### src/rtl/clk_ratio_monitor.sv
// Passive divided-clock checker: measures period and high time in reference cycles,
// scores each period against the programmed ratio, and reports lock and stuck status.
module clk_ratio_monitor #(
  parameter int RATIO_WIDTH = 5,
  parameter int LOCK_COUNT  = 4
) (
  input  logic                   i_ref_clk,
  input  logic                   i_rst,
  input  logic                   i_mon_en,
  input  logic                   i_div_clk,
  input  logic [RATIO_WIDTH-1:0] i_exp_ratio,
  output logic [RATIO_WIDTH:0]   o_meas_period,
  output logic [RATIO_WIDTH:0]   o_meas_high,
  output logic                   o_meas_valid,
  output logic                   o_ratio_err,
  output logic                   o_locked,
  output logic                   o_stuck
);

  localparam int CW = RATIO_WIDTH + 1;
  localparam logic [CW-1:0] CNT_ONE  = CW'(1);
  localparam logic [CW-1:0] CNT_MAX  = '1;
  localparam logic [CW-1:0] CNT_PRE  = CNT_MAX - CNT_ONE;
  localparam logic [3:0]    LOCK_N   = 4'(LOCK_COUNT);
  localparam logic [3:0]    LOCK_PRE = LOCK_N - 4'd1;

  typedef enum logic [1:0] {IDLE, ACQUIRE, MEASURE} state_t;

  state_t                 state;
  logic                   s1;
  logic                   s2;
  logic [RATIO_WIDTH-1:0] exp_q;
  logic [CW-1:0]          period_cnt;
  logic [CW-1:0]          high_cnt;
  logic [CW-1:0]          idle_cnt;
  logic [3:0]             match_cnt;

  logic rise;
  logic run_ok;
  logic ratio_chg;
  logic stuck_hit;
  logic period_match;

  assign rise         = s1 & ~s2;
  assign run_ok       = i_mon_en & (|i_exp_ratio[RATIO_WIDTH-1:1]);
  assign ratio_chg    = (i_exp_ratio != exp_q);
  assign stuck_hit    = ~rise & (idle_cnt == CNT_PRE);
  assign period_match = (period_cnt == {1'b0, i_exp_ratio});

  always_ff @(posedge i_ref_clk or posedge i_rst) begin
    if (i_rst) begin
      state         <= IDLE;
      s1            <= 1'b0;
      s2            <= 1'b0;
      exp_q         <= '0;
      period_cnt    <= '0;
      high_cnt      <= '0;
      idle_cnt      <= '0;
      match_cnt     <= '0;
      o_meas_period <= '0;
      o_meas_high   <= '0;
      o_meas_valid  <= 1'b0;
      o_ratio_err   <= 1'b0;
      o_locked      <= 1'b0;
      o_stuck       <= 1'b0;
    end else begin
      s1           <= i_div_clk;
      s2           <= s1;
      exp_q        <= i_exp_ratio;
      o_meas_valid <= 1'b0;
      o_ratio_err  <= 1'b0;

      if (!run_ok) begin
        state      <= IDLE;
        period_cnt <= '0;
        high_cnt   <= '0;
        idle_cnt   <= '0;
        match_cnt  <= '0;
        o_locked   <= 1'b0;
        o_stuck    <= 1'b0;
      end else if (state == IDLE) begin
        state <= ACQUIRE;
      end else begin
        // Idle counter saturates so the stuck event fires exactly once per outage.
        if (rise) begin
          idle_cnt <= '0;
          o_stuck  <= 1'b0;
        end else if (idle_cnt != CNT_MAX) begin
          idle_cnt <= idle_cnt + CNT_ONE;
        end
        if (stuck_hit) begin
          o_stuck <= 1'b1;
        end

        // A ratio change or an outage discards the period in flight.
        if (ratio_chg || stuck_hit) begin
          state      <= ACQUIRE;
          period_cnt <= CNT_ONE;
          high_cnt   <= CNT_ONE;
          match_cnt  <= '0;
          o_locked   <= 1'b0;
        end else if (state == ACQUIRE) begin
          if (rise) begin
            state      <= MEASURE;
            period_cnt <= CNT_ONE;
            high_cnt   <= CNT_ONE;
          end
        end else if (rise) begin
          o_meas_period <= period_cnt;
          o_meas_high   <= high_cnt;
          o_meas_valid  <= 1'b1;
          period_cnt    <= CNT_ONE;
          high_cnt      <= CNT_ONE;
          if (period_match) begin
            if (match_cnt < LOCK_N) begin
              match_cnt <= match_cnt + 4'd1;
            end
            if (match_cnt >= LOCK_PRE) begin
              o_locked <= 1'b1;
            end
          end else begin
            o_ratio_err <= 1'b1;
            match_cnt   <= '0;
            o_locked    <= 1'b0;
          end
        end else begin
          period_cnt <= period_cnt + CNT_ONE;
          if (s1) begin
            high_cnt <= high_cnt + CNT_ONE;
          end
        end
      end
    end
  end

endmodule

### config.mk
export PLATFORM = sky130hd
export DESIGN_NAME = clk_ratio_monitor
export DESIGN_NICKNAME = d
export VERILOG_FILES = /design/src/rtl/clk_ratio_monitor.sv
export SDC_FILE = /design/constraint.sdc
export NUM_CORES = 1
export LEC_CHECK = 0
export CAP_MARGIN = 20
export CORE_MARGIN = 3
export CORE_UTILIZATION = 60
export CTS_CLUSTER_DIAMETER = 60
export DETAILED_ROUTE_END_ITERATION = 16
export PLACE_DENSITY = 0.84
export SYNTH_ARGS = -nofsm -noshare
export SYNTH_HDL_FRONTEND = slang
export SYNTH_SLANG_ARGS = --single-unit
### constraint.sdc
create_clock -name i_ref_clk -period 3.62 [get_ports i_ref_clk]
set_clock_uncertainty 0.05 [all_clocks]
set_input_delay 0.905 -clock i_ref_clk [delete_from_list [all_inputs] [get_ports i_ref_clk]]
set_output_delay 0.905 -clock i_ref_clk [all_outputs]
set_load 0.005 [all_outputs]
[Word level (Yosys, flattened, before mapping)]
Index checks and enable logic that the tools add are counted.
Word-level totals
  RAM bits: 0
  output and inout bits: 16
  memory bits (read-only): 0
  register bits after elaboration: 47
  bits in latches: 0
  memories: 0
Operators by class
  reduce and logical (&&, ||, !) cells: 11
  divide/modulo/power cells: 0
  shift-type cells: 0
  bitwise operators: 8
  multiply operators: 0
  $lt $le $gt $ge: 2
  $add $sub $neg: 4
  multiplexer cells: 50
  equal/unequal tests: 16
Operators with widths (number)
  2-to-1 mux 6 bit: 16
  2-to-1 mux 4 bit: 7
  2-to-1 mux 1 bit: 22
  adder 6 x 1 -> 6 bit (second input constant): 3
  != test 4 x 2 -> 1 bit (second input constant): 3
  2-to-1 mux 2 bit: 5
  != test 3 x 2 -> 1 bit (second input constant): 3
  AND reduction 2 bit: 4
  AND reduction 4 bit: 2
  equality test 6 x 5 -> 1 bit: 1
  equality test 6 bit (second input constant): 1
  != test 6 bit (second input constant): 1
  != test 5 bit: 1
  inverter 1 bit: 5
  AND reduction 5 bit: 1
  adder 4 x 1 -> 4 bit (second input constant): 1
  >= comparator 4 x 2 -> 1 bit (second input constant): 1
  less-than comparator 4 x 3 -> 1 bit (second input constant): 1
  != test 4 x 1 -> 1 bit (second input constant): 1
  != test 4 x 3 -> 1 bit (second input constant): 1
  != test 4 bit (second input constant): 1
  OR reduction 4 bit: 1
  bitwise AND 1 bit: 3
  != test 3 bit (second input constant): 1
  5 further kinds: 5

[Depth between registers and ports, before layout]
  depth after elaboration: 8
  mapped depth: 8

[Worst setup path before layout]
No wires, ideal clock.
  kind: input -> register
  start: in i_exp_ratio[1]
  end: reg match_cnt[1]
  cell stages on the path: 5
  slack: 1.360 ns
  required time: 3.444 ns
  data arrival time: 2.084 ns
  cell sequence: o41a_1 > and4_4 > buf_6 > and4b_1 > a221o_1
Between the ends
  word-level cells in the longest chain between the ends: 7
RTL lines
  start, declared: line 11  | input logic [RATIO_WIDTH-1:0] i_exp_ratio,
  equality test 6 x 5 -> 1 bit: line 48  | assign period_match = (period_cnt == {1'b0, i_exp_ratio});
  2-to-1 mux 4 bit: line 114  | if (period_match) begin
  2-to-1 mux 4 bit: line 108  | end else if (rise) begin
  2-to-1 mux 4 bit: line 102  | end else if (state == ACQUIRE) begin
  2-to-1 mux 4 bit: line 96  | if (ratio_chg || stuck_hit) begin
  2-to-1 mux 4 bit: line 81  | end else if (state == IDLE) begin
  2-to-1 mux 4 bit: line 73  | if (!run_ok) begin
  end signal, assigned: line 116  | match_cnt <= match_cnt + 4'd1;
  end, declared: line 36  | logic [3:0] match_cnt;
Several ways; a longest one is shown, not always the timed one. The select of a mux whose other input is x is not followed.
A chain may end at the register's enable or synchronous reset.

[Final worst setup path]
  start: in i_exp_ratio[4]
  end: reg match_cnt[1]
Same word-level chain as after synthesis.

==> results.sh <==
export IMPL_cts_tree="built"
export IMPL_peakVddDrop_mv=0.283
export IMPL_crit_type="primary input to register"
export IMPL_fillers=278
export IMPL_worstHoldPathType="register to register"
export IMPL_dieHeight_microns=68.7
export IMPL_clk_pin_slew_ns=0.08
export IMPL_cts_resized_gates=0
export IMPL_max_clock_path_buffers=2
export IMPL_grt_overflow=0
export IMPL_hold_path_depth=2
export IMPL_hp_start="o_meas_high[4]"
export IMPL_yosys_most_used_dff="dfrtp_1"
export IMPL_grt_setup_unrepaired="no"
export IMPL_syn_area_sq_um=2360
export IMPL_ys_ff_latch=47
export IMPL_vias=1832
export IMPL_finalCritPeriodShare_pct=77.0
export IMPL_synth_area_per_cell_sq_um=10.8
export IMPL_path_buf_inv=2
export IMPL_fin_hold_ws_ns=0.438
export IMPL_ant_nets=0
export IMPL_critPathMaxStageDelay_ns=0.53
export IMPL_yosys_warnings=0
export IMPL_tightest_slew_ns=0.948
export IMPL_die_x_microns=68.7
export IMPL_routed_wl_microns=4790
export IMPL_cts_sinks=47
export IMPL_num_rows=22
export IMPL_grtUsageTotal_pct=22.9
export IMPL_htreeDepth=2
export IMPL_seq_area_sq_um=1180
export IMPL_multi_input_area_sq_um=1100
export IMPL_clk_latency_ns=0.30
export IMPL_critPathCaptureType="register"
export IMPL_worstRegToRegCells=6
export IMPL_status="finished clean"
export IMPL_path_delay_family="simple AND/OR/NAND/NOR gates"
export IMPL_syn_to_final_growth_pct=16.0
export IMPL_gp_congestion=0.858
export IMPL_first_pass_iters=4
export IMPL_antenna_found_initial=0
export IMPL_wl_per_cell_microns=16.2
export IMPL_initial_core_util_pct=63.5
export IMPL_drc_errors=0
export IMPL_dieArea_sq_um=4720
export IMPL_maxSlewHeadroom_pct=36.7
export IMPL_fmax_ghz=0.359
export IMPL_regToRegSetupSlack_ns=1.46
export IMPL_crit_start="i_exp_ratio[4]"
export IMPL_synth_edf_count=0
export IMPL_fin_crit_ns=2.79
export IMPL_holdPathEnd="o_meas_high[4]"
export IMPL_dpl_hpwl_microns=3460
export IMPL_fin_setup_tns_ns=0
export IMPL_hold_viol=0
export IMPL_slowest_stage="clkdlybuf4s50_1"
export IMPL_grt_max_degree=48
export IMPL_drive_above_1_share_pct=12.1
export IMPL_synth_distinct_cells=52
export IMPL_drv_slew=0
export IMPL_cts_root_buf="clkbuf_8"
export IMPL_ios=25
export IMPL_crit_path_max_fanout=14
export IMPL_grt_pass1_vias=1669
export IMPL_first_iter_violations=195
export IMPL_portBuffers=24
export IMPL_cap_viol_max_count=0
export IMPL_ctsHoldBuffers=0
export IMPL_rr_endpoint="match_cnt[1]"
export IMPL_p_per_area_nw_per_um2=346
export IMPL_worstPathRequired_ns=3.81
export IMPL_cts_made_buffers=5
export IMPL_p_total_uw=949
export IMPL_rr_startpoint="state[1]"
export IMPL_arrival_ns=2.98
export IMPL_p_leak_nw=1.17
export IMPL_synthArstFlopShare_pct=100
export IMPL_setup_violations=0
export IMPL_syn_nets=233
export IMPL_antennaDiodeCount=0
export IMPL_yosysSeqAreaShare_pct=49.8
export IMPL_layout_nets=262
export IMPL_path_cells="clkdlybuf4s50_1, xnor2_1, and3_1, nand4_1, buf_4, nor4_1, a221o_1"
export IMPL_critPathLaunchType="primary input"
export IMPL_synthCells=219
export IMPL_post_cts_setup_buffers=0
export IMPL_grt_pass1_wl_microns=8050
export IMPL_core_area_sq_um=3720
export IMPL_vias_per_cell=6.19
==> power breakdown <==
group	total, mW	switching (mW)	internal (mW)
logic	0.0878	0.0533	0.0345
clock network	0.318	0.168	0.150
registers	0.543	0.00968	0.533
==> worst max-delay path by stage <==
stage,end,slack (ns),depth (start not counted)
final,match_cnt[1],0.83,7
after global routing,high_cnt[4],0.58,6
after CTS,match_cnt[1],0.86,7
after detailed placement,match_cnt[1],0.57,7
after global placement,match_cnt[1],0.60,7
after floorplan,match_cnt[1],1.36,5
==> registers in the layout (all words and copies together) (netlist names), 2 cells and up <==
signal and count:
state 2, o_meas_period 6, period_cnt 6, o_meas_high 6
high_cnt 6, idle_cnt 6, exp_q 5, match_cnt 4
==> cell type report <==
class / instances / share of cell area (%)
tap: 48 / 2.19
clock buffer: 6 / 3.02
multi-input combinational: 155 / 40.3
inverter: 11 / 1.51
clock inverter: 1 / 0.183
sequential: 47 / 42.9
timing repair buffer: 28 / 9.87
==> worst register-to-register path, delay by kind of cell (launching register included) <==
family	cells	cell delay [ns]
flops	1	0.63
compound gates	1	0.20
buf+inv	2	0.43
simple gates	3	0.79
==> stage by stage <==
| stage | worst slack (ns) | utilization, % | cells | instance area, sq um |
|---|---|---|---|---|
| 5_1_grt | 0.576 | 73.7 | 296 | 2740 |
| 6_report | 0.831 | 73.7 | 296 | 2740 |
| 2_1_floorplan | 1.36 | - | 219 | 2360 |
| 3_3_place_gp | 0.601 | 71.3 | 289 | 2650 |
| 3_5_place_dp | 0.571 | 71.3 | 289 | 2650 |
| 4_1_cts | 0.861 | 73.7 | 296 | 2740 |
==> synth_stat cells (2+ instances only) <==
cell type / count / share of area (%)
nand4_1: 8 / 2.1
and2_1: 2 / 0.53
and4b_1: 2 / 0.85
mux2_2: 9 / 4.3
dfrtp_1: 47 / 50
clkbuf_1: 2 / 0.32
a31oi_1: 8 / 2.1
o22ai_1: 3 / 0.79
mux2i_1: 2 / 0.85
buf_6: 2 / 0.95
nor4_1: 3 / 0.79
buf_2: 2 / 0.42
nor3b_1: 2 / 0.64
ha_1: 5 / 2.6
a22oi_1: 3 / 0.95
xnor2_1: 13 / 4.8
a21boi_0: 2 / 0.64
or3_4: 2 / 0.95
inv_1: 11 / 1.7
o21ai_0: 9 / 1.9
nand2b_1: 5 / 1.3
nand3_1: 12 / 2.5
nor2_1: 13 / 2.1
nor3_1: 2 / 0.42
and3_1: 5 / 1.3
nand2_1: 15 / 2.4
a21oi_1: 5 / 1.1
==> metal layers <==
metal | up-vias | track usage (%) | wire [microns]
met2 | 68 | 33.4 | 2240
met3 | 10 | 5.35 | 273
li1 | 870 | - | -
met5 | - | 0 | 0
met1 | 884 | 33.4 | 2200
met4 | 0 | 7.79 | 72
==> placed cells by master (no fill, tap or decap), drive strengths merged, types with 6 or more instances in the layout <==
| master | count |
|---|---|
| dfrtp | 47 |
| xnor2 | 13 |
| nand3 | 12 |
| o21ai | 10 |
| nor2 | 13 |
| a31oi | 8 |
| clkdlybuf4s50 | 24 |
| mux2 | 9 |
| nand2 | 15 |
| nand4 | 9 |
| clkbuf | 6 |
| inv | 11 |
==> cell families after synthesis <==
group	share of synthesized area [%]
flops	49.8
simple gates	18.0
xor+xnor	5.19
buf+inv	3.44
fa+ha+maj	2.65
compound gates	15.7
mux	5.14
(Power assumes the default switching activity.)
